==> src/rtl/mkgauss_poly.sv <==
// Gaussian polynomial sampler for key generation: folds 2^(10-logn) table samples per
// coefficient, streams n = 2^logn coefficients and accumulates their squared norm.
module mkgauss_poly #(
    parameter int LOGN_MAX = 10,
    parameter int VAL_W    = 16,
    parameter int NORM_W   = 32
) (
    input  logic              clk,
    input  logic              rst_n,
    input  logic              start,
    input  logic              abort,
    input  logic [3:0]        logn_in,
    input  logic              rng_valid,
    input  logic [127:0]      rng,
    output logic              rng_extract,
    output logic              coef_valid,
    input  logic              coef_ready,
    output logic [VAL_W-1:0]  coef,
    output logic [9:0]        coef_idx,
    output logic [NORM_W-1:0] sqnorm,
    output logic              busy,
    output logic              done,
    output logic              err
);

    typedef enum logic [1:0] {
        IDLE = 2'd0,
        ACC  = 2'd1,
        OUT  = 2'd2,
        FIN  = 2'd3
    } state_t;

    // Cumulative distribution thresholds scaled by 2^63; entry 0 is the zero threshold.
    localparam logic [62:0] GAUSS_TAB [0:26] = '{
        63'd1283868770400643928, 63'd6416574995475331444, 63'd4078260278032692663,
        63'd2353523259288686585, 63'd1227179971273316331, 63'd575931623374121527,
        63'd242543240509105209,  63'd91437049221049666,   63'd30799446349977173,
        63'd9255276791179340,    63'd2478152334826140,    63'd590642893610164,
        63'd125206034929641,     63'd23590435911403,      63'd3948334035941,
        63'd586753615614,        63'd77391054539,         63'd9056793210,
        63'd940121950,           63'd86539696,            63'd7062824,
        63'd510971,              63'd32764,               63'd1862,
        63'd94,                  63'd4,                   63'd0
    };

    state_t                    state_reg, state_next;
    logic [3:0]                logn_reg, logn_next;
    logic signed [VAL_W-1:0]   acc_reg, acc_next;
    logic [9:0]                cnt_reg, cnt_next;
    logic [9:0]                idx_reg, idx_next;
    logic signed [VAL_W-1:0]   coef_reg, coef_next;
    logic [NORM_W-1:0]         sqnorm_reg, sqnorm_next;
    logic                      err_reg, err_next;

    logic [62:0]               r1_low;
    logic [62:0]               r2_low;
    logic                      r1_neg;
    logic                      unused_rng_msb;
    logic                      is_zero;
    logic [25:0]               mag_hit;
    logic [4:0]                mag;
    logic signed [VAL_W-1:0]   mag_ext;
    logic signed [VAL_W-1:0]   samp_val;

    logic [10:0]               fold_len;
    logic [9:0]                fold_last;
    logic [10:0]               n_len;
    logic [9:0]                n_last;
    logic                      logn_ok;
    logic signed [2*VAL_W-1:0] coef_sq;
    logic [NORM_W-1:0]         sq_ext;

    assign r1_neg         = rng[63];
    assign r1_low         = rng[62:0];
    assign r2_low         = rng[126:64];
    // Bit 127 carries no information for the magnitude draw.
    assign unused_rng_msb = rng[127];

    assign is_zero = (r1_low < GAUSS_TAB[0]);

    genvar gi;
    generate
        for (gi = 1; gi <= 26; gi++) begin : g_mag_cmp
            assign mag_hit[gi-1] = (r2_low < GAUSS_TAB[gi]);
        end
    endgenerate

    always_comb begin
        mag = 5'd1;
        for (int k = 0; k < 26; k++) begin
            mag = mag + {4'd0, mag_hit[k]};
        end
    end

    assign mag_ext = VAL_W'(mag);

    always_comb begin
        samp_val = '0;
        if (!is_zero) begin
            samp_val = r1_neg ? -mag_ext : mag_ext;
        end
    end

    // Fold length and polynomial length both derive from the latched degree.
    assign fold_len  = 11'd1 << (4'd10 - logn_reg);
    assign fold_last = 10'(fold_len - 11'd1);
    assign n_len     = 11'd1 << logn_reg;
    assign n_last    = 10'(n_len - 11'd1);
    assign logn_ok   = (logn_in != 4'd0) && (logn_in <= 4'(LOGN_MAX));

    assign coef_sq = (2*VAL_W)'(coef_reg) * (2*VAL_W)'(coef_reg);
    assign sq_ext  = NORM_W'($unsigned(coef_sq));

    always_comb begin
        state_next  = state_reg;
        logn_next   = logn_reg;
        acc_next    = acc_reg;
        cnt_next    = cnt_reg;
        idx_next    = idx_reg;
        coef_next   = coef_reg;
        sqnorm_next = sqnorm_reg;
        err_next    = 1'b0;
        if (abort) begin
            state_next = IDLE;
        end else begin
            case (state_reg)
                IDLE: begin
                    if (start) begin
                        if (logn_ok) begin
                            logn_next   = logn_in;
                            acc_next    = '0;
                            cnt_next    = '0;
                            idx_next    = '0;
                            sqnorm_next = '0;
                            state_next  = ACC;
                        end else begin
                            err_next = 1'b1;
                        end
                    end
                end
                ACC: begin
                    if (rng_valid) begin
                        if (cnt_reg == fold_last) begin
                            coef_next  = acc_reg + samp_val;
                            acc_next   = '0;
                            cnt_next   = '0;
                            state_next = OUT;
                        end else begin
                            acc_next = acc_reg + samp_val;
                            cnt_next = cnt_reg + 10'd1;
                        end
                    end
                end
                OUT: begin
                    if (coef_ready) begin
                        sqnorm_next = sqnorm_reg + sq_ext;
                        if (idx_reg == n_last) begin
                            state_next = FIN;
                        end else begin
                            idx_next   = idx_reg + 10'd1;
                            state_next = ACC;
                        end
                    end
                end
                FIN: begin
                    state_next = IDLE;
                end
                default: begin
                    state_next = IDLE;
                end
            endcase
        end
    end

    always_ff @(posedge clk or negedge rst_n) begin
        if (!rst_n) begin
            state_reg  <= IDLE;
            logn_reg   <= '0;
            acc_reg    <= '0;
            cnt_reg    <= '0;
            idx_reg    <= '0;
            coef_reg   <= '0;
            sqnorm_reg <= '0;
            err_reg    <= 1'b0;
        end else begin
            state_reg  <= state_next;
            logn_reg   <= logn_next;
            acc_reg    <= acc_next;
            cnt_reg    <= cnt_next;
            idx_reg    <= idx_next;
            coef_reg   <= coef_next;
            sqnorm_reg <= sqnorm_next;
            err_reg    <= err_next;
        end
    end

    assign rng_extract = (state_reg == ACC);
    assign coef_valid  = (state_reg == OUT);
    assign coef        = coef_reg;
    assign coef_idx    = idx_reg;
    assign sqnorm      = sqnorm_reg;
    assign busy        = (state_reg != IDLE);
    assign done        = (state_reg == FIN);
    assign err         = err_reg;

endmodule

==> config.mk <==
export PLATFORM = sky130hd
export DESIGN_NAME = mkgauss_poly
export DESIGN_NICKNAME = d
export VERILOG_FILES = /design/src/rtl/mkgauss_poly.sv
export SDC_FILE = /design/constraint.sdc
export NUM_CORES = 1
export LEC_CHECK = 0
export CELL_PAD_IN_SITES_DETAIL_PLACEMENT = 0
export CELL_PAD_IN_SITES_GLOBAL_PLACEMENT = 1
export CORE_MARGIN = 4
export CORE_UTILIZATION = 49
export CTS_BUF_LIST = sky130_fd_sc_hd__clkbuf_16
export CTS_CLUSTER_SIZE = 16
export DETAILED_ROUTE_END_ITERATION = 10
export PLACE_DENSITY_LB_ADDON = 0.2
export REMOVE_ABC_BUFFERS = 1
export SLEW_MARGIN = 20
export SYNTH_ARGS = -nofsm -noshare
export SYNTH_HDL_FRONTEND = slang
export SYNTH_SLANG_ARGS = --single-unit
==> constraint.sdc <==
create_clock -name clk -period 12.9 [get_ports clk]
set_input_delay 3.87 -clock clk [delete_from_list [all_inputs] [get_ports clk]]
set_output_delay 3.87 -clock clk [all_outputs]
set_load 0.01 [all_outputs]
* Word level (Yosys, flattened, before mapping)
Index checks and enable logic that the tools add are counted.
Storage, ports and cells: word-level logic and storage cells 132, register bits 91
Operators by class: equality and inequality tests 15, add/subtract/negate cells 34, reduce and logical (&&, ||, !) cells 12, shift operators 2, multipliers 1, order comparisons 28, muxes and demuxes 31, bitwise gates (word level) 1
Operator list (count):
- $lt 63x61->1 const B | 2
- $lt 63x62->1 const B | 2
- $add 5x1->5 | 22
- $mux 16 | 6
- $mux 32 | 3
- $pmux 32 s2 | 1
- $lt 63x1->1 const B | 1
- $lt 63x11->1 const B | 1
- $lt 63x15->1 const B | 1
- $lt 63x19->1 const B | 1
- $lt 63x23->1 const B | 1
- $lt 63x27->1 const B | 1
- $lt 63x3->1 const B | 1
- $lt 63x30->1 const B | 1
- $lt 63x34->1 const B | 1
- $lt 63x37->1 const B | 1
- $lt 63x40->1 const B | 1
- $lt 63x42->1 const B | 1
- $lt 63x45->1 const B | 1
- $lt 63x47->1 const B | 1
- $lt 63x50->1 const B | 1
- $lt 63x52->1 const B | 1
- $lt 63x54->1 const B | 1
- $lt 63x55->1 const B | 1
- 39 further kinds | 70

* Depth between registers and ports, before layout
Gate-level depths: netlist of the first run.
depth in word-level cells 34, gate-level depth with buffers 38, depth with buffers taken out 36

* Least setup slack after synthesis of the first run
OpenSTA, ideal clock, no wires.
kind input to register, start point input rng[110], end point register coef_reg[15] (netlist: coef[15]), path slack 0.361 ns, setup time 0.124 ns, data required time 12.776 ns, cell stages on the path 36, arrival 12.415 ns, buffers on the path 1, path through buf_2 or4_1 nor4_2 nand3_2 nor4_4 nand4_2 nor4_4 nand2_1 fa_1 fa_1 inv_1 fa_1 fa_1 inv_1 fa_1 fa_1 inv_1 ha_1 inv_1 fa_1 inv_1 a21o_1 a21oi_1 xor2_1 ha_1 a21oi_1 nor2_1 ha_1 and3_1 a221o_1 a2111o_1 a31o_2 a21oi_1 or4_1 a211oi_1 a211o_1
Between the ends: word-level cells in the longest chain between the ends 31
RTL lines:
- start, declared | line 14 | input logic [127:0] rng,
- $lt 63x63->1 | line 84 | assign mag_hit[gi-1] = (r2_low < GAUSS_TAB[gi]);
- $add 1x1->2 | line 91 | mag = mag + {4'd0, mag_hit[k]};
- $add 2x1->3 | line 91
- $add 3x1->4 | line 91
- $add 4x1->5 | line 91
- $add 5x1->5 (21 in series) | line 91
- $add 5x1->5 * | line 91
- $neg 5->16 | line 100 | samp_val = r1_neg ? -mag_ext : mag_ext;
- $mux 16 * | line 100
- $mux 16 * | line 99 | if (!is_zero) begin
- $add 16x16->16 * | line 144 | coef_next = acc_reg + samp_val;
- end signal, assigned | line 191 | coef_reg <= coef_next;
- end, declared | line 51 | logic signed [VAL_W-1:0] coef_reg, coef_next;
Mark *: on every way between the ends. The rest lies on a longest branch, timed or not. A chain may end at the register's enable or synchronous reset.

* Worst setup path in the final report of the first run
start point input rng[68], end point register coef_reg[15] (netlist: coef[15])
The elaborated chain is that of the path after synthesis.

==> reports/qor.csv, run 1 <==
stage;metric;value;unit
min_path;cell depth of the worst hold path;1;
sta;Final Cycle Share;97.47;%
setup_path;Critical Path AT;12850;ps
floorplanning;DIE HEIGHT;203.9;um
flow_run;maxcap violations;0;
setup_path;FF-to-FF path depth;19;
global_routing;first-pass GRT wire length;90720;um
sta;Setup Skew;20.51;ps
drt;total number of vias;17000;
global_routing;total grt overflow;0;
sta;final hold violation count;0;
sta;final setup fails;0;
finish;final design utilization;61.26;%
cts;total clock sinks;91;
finish;max reg flops;32;
cts;clock root buffer;clkbuf_16;
floorplanning;# IOs;201;
placed_design;port bufs;196;
setup_path;most frequent CP cell;fa_1;
min_path;worst hold path type;reg -> reg;
floorplanning;Chip Width;203.9;um
global_routing;vias in the first global route;17720;
setup_path;Critical Path Source Type;input pin;
cts;Clock Path Buffers;2;
outcome;status;complete, no violations;
finish;ant diodes;0;
pwr;maximum VDD drop;0.07891;mV
cts;CTS tree;built;
cts;H-tree lvl count;3;
logic_synthesis;Post-synth ARST share;100.0;%
logic_synthesis;Main synth FF type;dfrtp_1;
setup_path;Max Fanout on Critical Path;13;
cts;Clock transition at path regs;90;ps
logic_synthesis;Post-Syn Instances;2169;
logic_synthesis;sequential area share after synthesis;12.12;%
drt;vias per cell;5.667;
placed_design;routability cong.;0.9818;
finish;most frequent cells in the layout;318 x inv_1, 283 x fa_1, 217 x buf_4;
placed_design;post-DP HPWL;44900;um
setup_path;slowest CP cell;fa_2;
setup_path;CP Capture Type;flip-flop;
cts;Hold-fix buffers, CTS;0;
pwr;PwrDens;57.38;nW/um2
setup_path;Data required, critical path;13180;ps
logic_synthesis;synthesized area;18800;um2
global_routing;GRT Util Overall;26.81;%
drt;antenna-violating nets left;0;
finish;Reg area;2277;um2
global_routing;largest net degree at the start of global routing;67;
sta;clock period minus worst slack;12570;ps
drt;WL final;55290;um
logic_synthesis;Distinct cells, synth;77;
setup_path;Crit Path Category;in -> reg;
finish;commonest non-fill, non-tap cell in the layout;inv_1;
drt;DR WL/cell;18.43;um
sta;Max Slew Vio Count;0;
global_routing;initial antenna violation count;0;
pwr;Leakage;11.53;nW
sta;Worst Tran Pin Value;1003;ps
floorplanning;Die ar.;41550;um2
drt;drc violations;0;
cts;total CTS buffers;9;
finish;synth-to-layout area growth;23.05;%
pwr;Total Power;1.327;mW
floorplanning;Core ar.;37760;um2
logic_synthesis;EDFF count, synth;0;
finish;fraction of layout instances using a drive strength above 1;12.45;%
sta;fmax;79.53;MHz
sta;final hold slack;522.8;ps
drt;drt first pass iters;5;
cts;Worst-Skew Late Latency;390;ps
finish;FILL cells;3330;
finish;fin nets;3045;
finish;Multi-input gate area;15060;um2
sta;slew margin rel.;32.98;%
logic_synthesis;Syn Area/Cell;8.666;um2
floorplanning;# rows;71;
drt;Initial DRC Count;999;
floorplanning;Initial Utilization;49.78;%
logic_synthesis;Synth Warn #;0;
setup_path;Worst path max stage delay;560;ps
logic_synthesis;Seq cells post-synth;91;
-- layout make-up --
class                   count  area share [%]
clock buffers               9          0.9738
clock inverters             7          0.4220
inverters                 319           5.177
multi-input cells        1650           65.10
flip-flops and latches     91           9.846
well taps                 511           2.765
repair buffers            413           15.72
-- worst paths after layout --
check,start,to,slack (ps)
min in group asynchronous,rst_n,sqnorm[0],3450
max in group asynchronous,rst_n,acc_reg[3],8230
worst min-delay path,acc_reg[0],acc_reg[0],520
worst max register to register,coef[15],sqnorm[31],5450
worst max-delay path,rng[68],coef[15],330
worst min register to register,acc_reg[0],acc_reg[0],520
-- metal layers --
| layer | global-route usage, % | vias up | share of wire, % |
|---|---|---|---|
| met4 | 6.360 | 0 | 1.9 |
| met1 | 36.66 | 8435 | 43 |
| li1 | - | 7981 | - |
| met3 | 3.523 | 73 | 5.4 |
| met5 | 0 | - | 0 |
| met2 | 45.71 | 513 | 49 |
-- what timing repair did --
action	CTS	global route
pin swaps	18	40
cloned	0	0
gates resized for setup	14	45
buffers inserted	6	4
endpoints found under the setup margin	1	6
-- Yosys cell counts, types with 5 or more instances --
master	n	share of area (%)
inv_1	319	6.4
fa_1	285	30
nand2_1	194	3.9
ha_1	138	9.2
nor2_1	119	2.4
o21ai_0	99	2.6
clkbuf_1	96	1.9
a21oi_1	94	2.5
dfrtp_1	91	12
and2_1	66	2.2
nand3_1	56	1.5
xnor2_1	49	2.3
nor3_1	45	1.2
a31oi_1	28	0.93
a22o_1	27	1.3
a21o_1	26	1.0
nand4_1	26	0.87
nand2b_1	24	0.80
nor2b_1	22	0.73
nor4_1	22	0.73
and3_1	20	0.67
xor2_1	20	0.93
mux2_2	19	1.1
o21a_1	19	0.76
or3_1	19	0.63
a211oi_1	17	0.68
o31ai_1	17	0.68
o21bai_1	15	0.60
a211o_1	14	0.65
o211ai_1	13	0.52
buf_2	12	0.32
nand3b_1	12	0.48
nand4b_1	9	0.42
a2111oi_0	8	0.37
a21boi_0	8	0.32
nor3b_1	8	0.32
or4_1	8	0.32
or2_2	7	0.23
a32o_1	6	0.32
nor4bb_1	6	0.32
o311ai_0	6	0.28
a41oi_1	5	0.23
-- stage by stage --
stage | setup WS, ps | setup TNS [ps] | instances | cell area, um2
final | 326.4 | 0 | 3000 | 23130
after global routing | -17.43 | -17.43 | 3000 | 23130
after CTS | 8.273 | 0 | 2996 | 22930
after detailed placement | -503.5 | -849.7 | 2974 | 22530
after global placement | -458.0 | -779.8 | 2974 | 22520
after floorplan | 385.9 | 0 | 2060 | 18370
-- report_power, final --
part / internal [mW] / total, mW / switching (mW)
registers: 0.318 / 0.370 / 0.0522
logic: 0.321 / 0.645 / 0.324
clock network: 0.158 / 0.312 / 0.154
-- critical path: cells and delay by family --
| kind | cells | cell delay, ps |
|---|---|---|
| adders and majority gates | 11 | 4360 |
| AOI/OAI and AO/OA | 14 | 3070 |
| buffers and inverters | 7 | 1160 |
| and+or+nand+nor | 4 | 350 |
-- logic make-up after synthesis --
group / share of synthesized area, %
xor gates and xnor gates: 3.215
DFF: 12.12
adders and majority gates: 39.54
muxes: 1.298
and+or+nand+nor: 19.23
AOI/OAI and AO/OA: 15.97
buffers and inverters: 8.627
Note: power is estimated with default switching activity, not from simulation.
==> run 2, diff against run 1 <==
GPL_ROUTABILITY_DRIVEN = 0   (was not set)
==> run 2 against run 1 <==
Against the previous run: critical endpoint unchanged; worst setup slack worse by 49 ps; largest power group unchanged; first-iteration DRC count is 5.9% higher; cell area hardly changed.
==> reports/qor.csv, run 2 (synthesis gave the netlist of run 1 again) <==
stage;metric;value;unit
finish;most frequent cells in the layout;318 x inv_1, 284 x fa_1, 206 x buf_4;
cts;Clock Path Buffers;2;
cts;total CTS buffers;9;
sta;clock period minus worst slack;12620;ps
pwr;Leakage;11.52;nW
finish;fin nets;3038;
pwr;maximum VDD drop;0.07617;mV
sta;slew margin rel.;32.25;%
drt;WL final;54370;um
global_routing;vias in the first global route;17850;
drt;antenna-violating nets left;0;
min_path;worst hold path type;reg -> reg;
floorplanning;Core ar.;37760;um2
finish;fraction of layout instances using a drive strength above 1;12.45;%
finish;final design utilization;61.28;%
setup_path;most frequent CP cell;fa_1;
setup_path;CP Capture Type;flip-flop;
drt;drc violations;0;
global_routing;GRT Util Overall;26.23;%
setup_path;Data required, critical path;13150;ps
setup_path;slowest CP cell;fa_1;
drt;Initial DRC Count;1058;
placed_design;placed cell area;22510;um2
setup_path;Critical Path Source Type;input pin;
finish;max reg flops;32;
setup_path;Crit Path Category;in -> reg;
cts;Hold-fix buffers, CTS;0;
setup_path;Worst path max stage delay;570;ps
cts;CTS tree;built;
finish;design area;23140;um2
placed_design;post-DP HPWL;44200;um
floorplanning;Initial Utilization;49.78;%
floorplanning;DIE HEIGHT;203.9;um
finish;ant diodes;0;
cts;Worst-Skew Late Latency;380;ps
outcome;status;complete, no violations;
pwr;PwrDens;56.69;nW/um2
finish;Reg area;2277;um2
sta;Setup Skew;26.41;ps
sta;Worst Tran Pin Value;1013;ps
sta;Max Slew Vio Count;0;
floorplanning;# rows;71;
global_routing;initial antenna violation count;0;
floorplanning;Die ar.;41550;um2
placed_design;port bufs;196;
global_routing;largest net degree at the start of global routing;75;
sta;final hold violation count;0;
pwr;Total Power;1.312;mW
sta;fmax;79.22;MHz
global_routing;first-pass GRT wire length;89310;um
sta;Final Cycle Share;97.85;%
finish;Multi-input gate area;15110;um2
floorplanning;Chip Width;203.9;um
sta;final setup fails;0;
cts;Clock transition at path regs;70;ps
setup_path;Critical Path AT;12880;ps
finish;FILL cells;3323;
finish;commonest non-fill, non-tap cell in the layout;inv_1;
global_routing;total grt overflow;0;
drt;total number of vias;16950;
cts;total clock sinks;91;
cts;clock root buffer;clkbuf_16;
floorplanning;# IOs;201;
setup_path;Max Fanout on Critical Path;10;
drt;drt first pass iters;7;
finish;Final Non-Filler Cells;2992;
cts;H-tree lvl count;3;
drt;vias per cell;5.663;
flow_run;maxcap violations;0;
sta;TNS Setup;0;ps
drt;DR WL/cell;18.17;um
placed_design;dpl cells;2970;
finish;synth-to-layout area growth;23.10;%
[run 2: critical path, delay by kind of cell]
kind	cells	cell delay, ps
compound gates	13	2620
xor+xnor	1	170
fa+ha+maj	9	3860
buf+inv	8	1130
simple gates	6	1180
[run 2: worst paths after layout]
path	start	to	slack, ps	cells after the start
max	rng[86]	coef[15]	280	37
min	acc_reg[0]	acc_reg[0]	520	1
max reg2reg	coef[15]	sqnorm[31]	5300	20
min reg2reg	acc_reg[0]	acc_reg[0]	520	1
max in group asynchronous	rst_n	coef[9]	8490	2
min in group asynchronous	rst_n	cnt_reg[3]	3410	1
[run 2: what timing repair did]
item	4_1_cts	5_1_grt
resized for setup	8	64
pin swaps	17	50
setup endpoints to repair	1	6
buffers inserted	2	5
[run 2: per-layer routing]
| layer | vias to the layer above | wire, um | GRT usage (%) |
|---|---|---|---|
| met4 | 0 | 1434 | 7.540 |
| met5 | - | 0 | 0 |
| met2 | 582 | 26290 | 43.62 |
| met3 | 98 | 3699 | 4.586 |
| met1 | 8306 | 22950 | 35.57 |
| li1 | 7959 | - | - |
[run 2: final cells by class]
| cell class | instances | area share (%) |
|---|---|---|
| Multi-Input combinational cell | 1650 | 65.29 |
| Inverter | 319 | 5.175 |
| Clock inverter | 6 | 0.3407 |
| Timing Repair Buffer | 406 | 15.62 |
| Sequential cell | 91 | 9.842 |
| Clock buffer | 9 | 0.9734 |
| Tap cell | 511 | 2.763 |
[run 2: metrics by stage]
step	hold slack, ps	setup slack, ps
final	516.3	277.3
after global routing	528.4	-208.2
after CTS	521.9	6.258
after detailed placement	502.5	-474.4
after global placement	498.7	-406.8
after floorplan	480.0	385.9
[run 2: where the power goes]
group / total, mW / internal, mW / switching (mW)
clock: 0.295 / 0.155 / 0.140
combinational: 0.647 / 0.319 / 0.328
sequential: 0.370 / 0.318 / 0.0522
total: 1.31 / 0.791 / 0.520
==> variant 1: new RTL, settings of run 2 <==
Remove the register `err_reg`: a continuous assignment takes its place, so the output `err` follows one clock earlier.
--- a/src/rtl/mkgauss_poly.sv
+++ b/src/rtl/mkgauss_poly.sv
@@ -183,3 +183,2 @@
             sqnorm_reg <= '0;
-            err_reg    <= 1'b0;
         end else begin
@@ -192,5 +191,6 @@
             sqnorm_reg <= sqnorm_next;
-            err_reg    <= err_next;
-        end
-    end
+        end
+    end
+
+    assign err_reg = err_next;
 
Function: changed (Yosys sat finds a counterexample within 4 cycles, from zero or initial values and one cycle with rst_n low).
==> variant 1 against run 2 <==
Worst setup slack better by 0.054 ns. Critical path depth is 3 lower. Sequential cell count is 1 lower. Final area is 0.91% higher. Total power is 10% lower. Area after synthesis is 0.21% higher. Sequential share of layout area is 0.20 points lower. Largest cell class unchanged. Routed wire length is 0.57% lower.
==> variant 1: results (changes against run 2) <==
| Metric | Value |
|---|---|
| Status | finished, final reports clean |
| Clock root cell | clkbuf_16 |
| Most frequent cells after synthesis | inv_1, fa_1, nand2_1 |
| Pre-antenna DRT Iters | 6 (-1) |
| Number of distinct library cells after synthesis | 83 (+7.8%) |
| Combinational Power Share | 44.3% (-5.0 points) |
| Clock skew | 0.0213 ns (-0.00513 ns) |
| Sequential area share after synthesis | 12.0% (-0.16 points) |
| Yosys top cell area share | 30.3% (-0.063 points) |
| Vias per cell | 5.73 (+1.2%) |
| Avg Cell Area, Syn | 8.71 um2 (+0.48%) |
| Arr. time, crit path | 12.83 ns (-0.05 ns) |
| Leading register cell type out of synthesis | dfrtp_1 |
| Hold Path Cell Cnt | 2 (+1) |
| Hold path start | sqnorm[15] |
| Wirelength per Cell | 18.1 um (-0.31%) |
| Vias in the first global route | 17900 (+0.47%) |
| Crit Path Max Fanout | 3 (-7) |
| Synth top area cells | fa_1, dfrtp_1, ha_1 |
| Max VDD drop | 0.0710 mV (-6.7%) |
| Commonest non-fill, non-tap cell in the layout | inv_1 |
| Final WL | 54100 um (-0.57%) |
| Net Sw Power | 0.000439 W (-16%) |
| RR Startpoint | coef[8] |
| Flop pwr share | 29.4% (+1.2 points) |
| Port Buffers | 196 (unchanged) |
| Flop2flop setup slack | 5.47 ns (+0.17 ns) |
| Slowest CP cell | fa_1 |
| Pin count of the biggest net entering global routing | 54 (-28%) |
| Reg2Reg Depth | 19 (-5.0%) |
| Nets | 3029 (-0.30%) |
| Leak Pwr | 11.8 nW (+2.1%) |
| HPWL Detailed | 44000 um (-0.56%) |
| Area after DPL | 0.0225 mm2 (about the same) |
| Post-place setup slack | -1.01 ns (-0.538 ns) |
| Hold endpoint | sqnorm[15] |
| CTS clock-pin slew for the worst setup and hold paths | 0.08 ns |
| Starting DRT DRC Count | 1307 (+24%) |
| Initial antenna violation count | 1 (+1) |
| Inserted Clock Buffers | 9 (unchanged) |
| Share of cells above drive strength 1 | 12.9% (+0.44 points) |
| Fill cells | 3263 (-1.8%) |
| Worst r2r dst | sqnorm[26] |
| Worst-Margin Slew | 1.02 ns (+0.00271 ns) |
| Total GRT Usage | 26.3% (about the same) |
| First-pass GRT wire length | 89400 um (+0.15%) |
[variant 1: repair_timing]
action	in CTS	in global routing
pin swaps	14	55
endpoints found under the setup margin	8	12
buffers inserted	2	8
gates resized for setup	30	68
[variant 1: layer usage]
layer / up-vias / wire [um] / GRT usage (%)
li1: 7963 / - / -
met1: 8448 / 22900 / 35.3
met2: 605 / 26700 / 45.5
met3: 82 / 3430 / 4.17
met4: 2 / 1020 / 5.29
met5: - / 20 / 0
[variant 1: final cells by class]
class / instances / area, um2 / share of cell area, %
inverter: 328 / 1230 / 5.27
clock buffer: 9 / 225 / 0.965
clock inverter: 7 / 106 / 0.455
timing repair buffer: 404 / 3580 / 15.3
tap: 511 / 639 / 2.74
multi-input combinational: 1635 / 15300 / 65.6
sequential: 90 / 2250 / 9.65
[variant 1: worst max-delay path by stage]
stage                     startpoint       end  slack [ns]  cells after the start
final                       rng[126]  coef[15]        0.33                     34
after global routing        rng[126]  coef[15]       -0.02                     34
after CTS                   rng[123]  coef[15]        0.05                     33
after detailed placement    rng[123]  coef[15]       -1.01                     33
after global placement      rng[123]  coef[15]       -0.93                     33
after floorplan             rng[123]  coef[15]       -0.21                     32
[variant 1: through the flow]
step                total power, W  setup TNS [ns]  hold slack, ns  utilization (%)
finish                     0.00118               0           0.519             61.8
global route               0.00125         -0.0205           0.538             61.8
CTS                        0.00117               0           0.521             60.9
detailed placement        0.000831           -7.69           0.499             59.6
global placement          0.000814           -6.04           0.490             59.6
floorplan                 0.000603          -0.346           0.475                -
[variant 1: logic make-up after synthesis]
family	count (synthesis)	synth area share (%)
flip-flops	90	12.0
multiplexers	24	1.58
AO/OA/AOI/OAI	447	16.1
buffers and inverters	438	8.82
XOR/XNOR	72	3.42
AND/OR/NAND/NOR	669	18.7
adder cells (fa/ha/maj)	423	39.5
==> variant 2: new RTL, flow settings as in run 2 <==
Without the edit above. Change the parameter `NORM_W` from 32 to 48.
--- a/src/rtl/mkgauss_poly.sv
+++ b/src/rtl/mkgauss_poly.sv
@@ -5,3 +5,3 @@
     parameter int VAL_W    = 16,
-    parameter int NORM_W   = 32
+    parameter int NORM_W   = 48
 ) (
Ports: changed (resized sqnorm); port bits go from 201 to 217. No check against the original RTL was run, so the function may have changed too.
==> variant 2 against run 2 <==
Routed wire length grew 9.1%. Core utilization shrank 1.7 points. Worst setup slack gained 0.019 ns. Worst hold slack lost 0.0098 ns. Final area grew 4.9%. Area after synthesis grew 7.4%. Sequential share of layout area grew 1.2 points. Total power grew 6.8%. Sequential cell count grew 16. Maximum frequency grew 0.15%. Critical path type unchanged. Critical endpoint is now coef[14]. Largest cell class unchanged.
==> variant 2: results (changes against run 2) <==
| Metric | Value |
|---|---|
| Status | finished, final reports clean |
| Synth top area cells | fa_1, dfrtp_1, ha_1 |
| Share of cells above drive strength 1 | 8.97% (-3.5 points) |
| Clock skew | 0.0162 ns (-0.0102 ns) |
| Final non-filler cell total | 3274 (+9.4%) |
| Worst r2r dst | sqnorm[36] |
| Leak Pwr | 11.7 nW (+1.5%) |
| Pin count of the biggest net entering global routing | 57 (-24%) |
| Instance count of the mapped netlist | 2457 (+13%) |
| Max VDD drop | 0.0609 mV (-20%) |
| Hold Path Cell Cnt | 2 (+1) |
| Vias per cell | 5.78 (+2.1%) |
| Max FFs per register | 48 (+50%) |
| Total GRT Usage | 26.1% (-0.16 points) |
| RR Startpoint | coef[8] |
| Routed length on met3 | 3030 um (-18%) |
| Worst hold slack | 0.506 ns (-0.00978 ns) |
| Reg2Reg Depth | 31 (+55%) |
| Pre-antenna DRT Iters | 6 (-1) |
| Vias in the first global route | 19100 (+7.0%) |
| Number of distinct library cells after synthesis | 89 (+16%) |
| CTS clock-pin slew for the worst setup and hold paths | 0.09 ns (+0.02 ns) |
| Most frequent cells after synthesis | inv_1, nand2_1, fa_1 |
| Worst path max stage delay | 0.55 ns (-0.02 ns) |
| Fill cells | 3714 (+12%) |
| Hold path start | sqnorm[0] |
| Met1 Routed Length | 25300 um (+10%) |
| Hold endpoint | sqnorm[0] |
| Crit Path Max Fanout | 4 (-6) |
| Post-CTS setup buffers | 3 (+1) |
| Area after DPL | 0.0238 mm2 (+5.7%) |
| Sequential area share after synthesis | 13.3% (+1.1 points) |
| Arr. time, crit path | 12.87 ns (about the same) |
| DR top layer | met5 |
| Flop2flop setup slack | 2.74 ns (-2.56 ns) |
| Initial antenna violation count | 1 (+1) |
| Post-place setup slack | -0.507 ns (-0.0329 ns) |
| Worst-Margin Slew | 1.04 ns (+0.0286 ns) |
| HPWL Detailed | 47600 um (+7.7%) |
| Port Buffers | 212 (+8.2%) |
==> variant 2: cell families (layout without fill, tap and decap cells) <==
group           count (synthesis)  in the layout  share of synthesized area, %
buf+inv                       442            727                          8.25
fa+ha+maj                     404            404                          34.6
flops                         107            107                          13.3
xor+xnor                      108            108                          4.69
compound gates                557            557                          18.2
mux                            16             16                         0.855
simple gates                  823            823                          20.1
==> variant 2: where the power goes <==
part	switching, W	total, W	leakage (nW)	internal, W
sequential	0.0000295	0.000382	1.44	0.000352
combinational	0.000401	0.000734	10.1	0.000333
clock	0.000150	0.000285	0.136	0.000135
==> variant 2: worst max path at each step <==
stage,slack [ns],depth (start not counted),from,end
after floorplan,0.25,35,rng[124],acc_reg[15]
after global placement,-0.44,32,rng[124],coef[14]
after detailed placement,-0.51,32,rng[124],coef[14]
after CTS,0.02,35,rng[124],coef[15]
after global routing,-0.05,35,rng[124],coef[14]
final,0.30,35,rng[124],coef[14]
==> variant 2: metal layers <==
layer / global-route usage (%) / vias up
met1: 35.1 / 9306
met4: 5.10 / 2
li1: - / 8948
met2: 46.1 / 574
met5: 0 / -
met3: 2.58 / 93
==> variant 2: area by class of cell <==
cell class / instances / area, um2 / area share, %
clock inverters: 7 / 60.1 / 0.247
clock buffers: 9 / 225 / 0.928
repair buffers: 388 / 3460 / 14.2
well taps: 532 / 666 / 2.74
inverters: 323 / 1210 / 5.00
flip-flops and latches: 107 / 2680 / 11.0
multi-input cells: 1908 / 16000 / 65.8
==> variant 2: critical path, delay by kind of cell <==
family                   cells  cell delay, ns
AO/OA/AOI/OAI                7            1.50
XOR/XNOR                     1            0.14
adder cells (fa/ha/maj)      9            3.98
buffers and inverters        7            0.91
multiplexers                 1            0.28
AND/OR/NAND/NOR             10            2.19
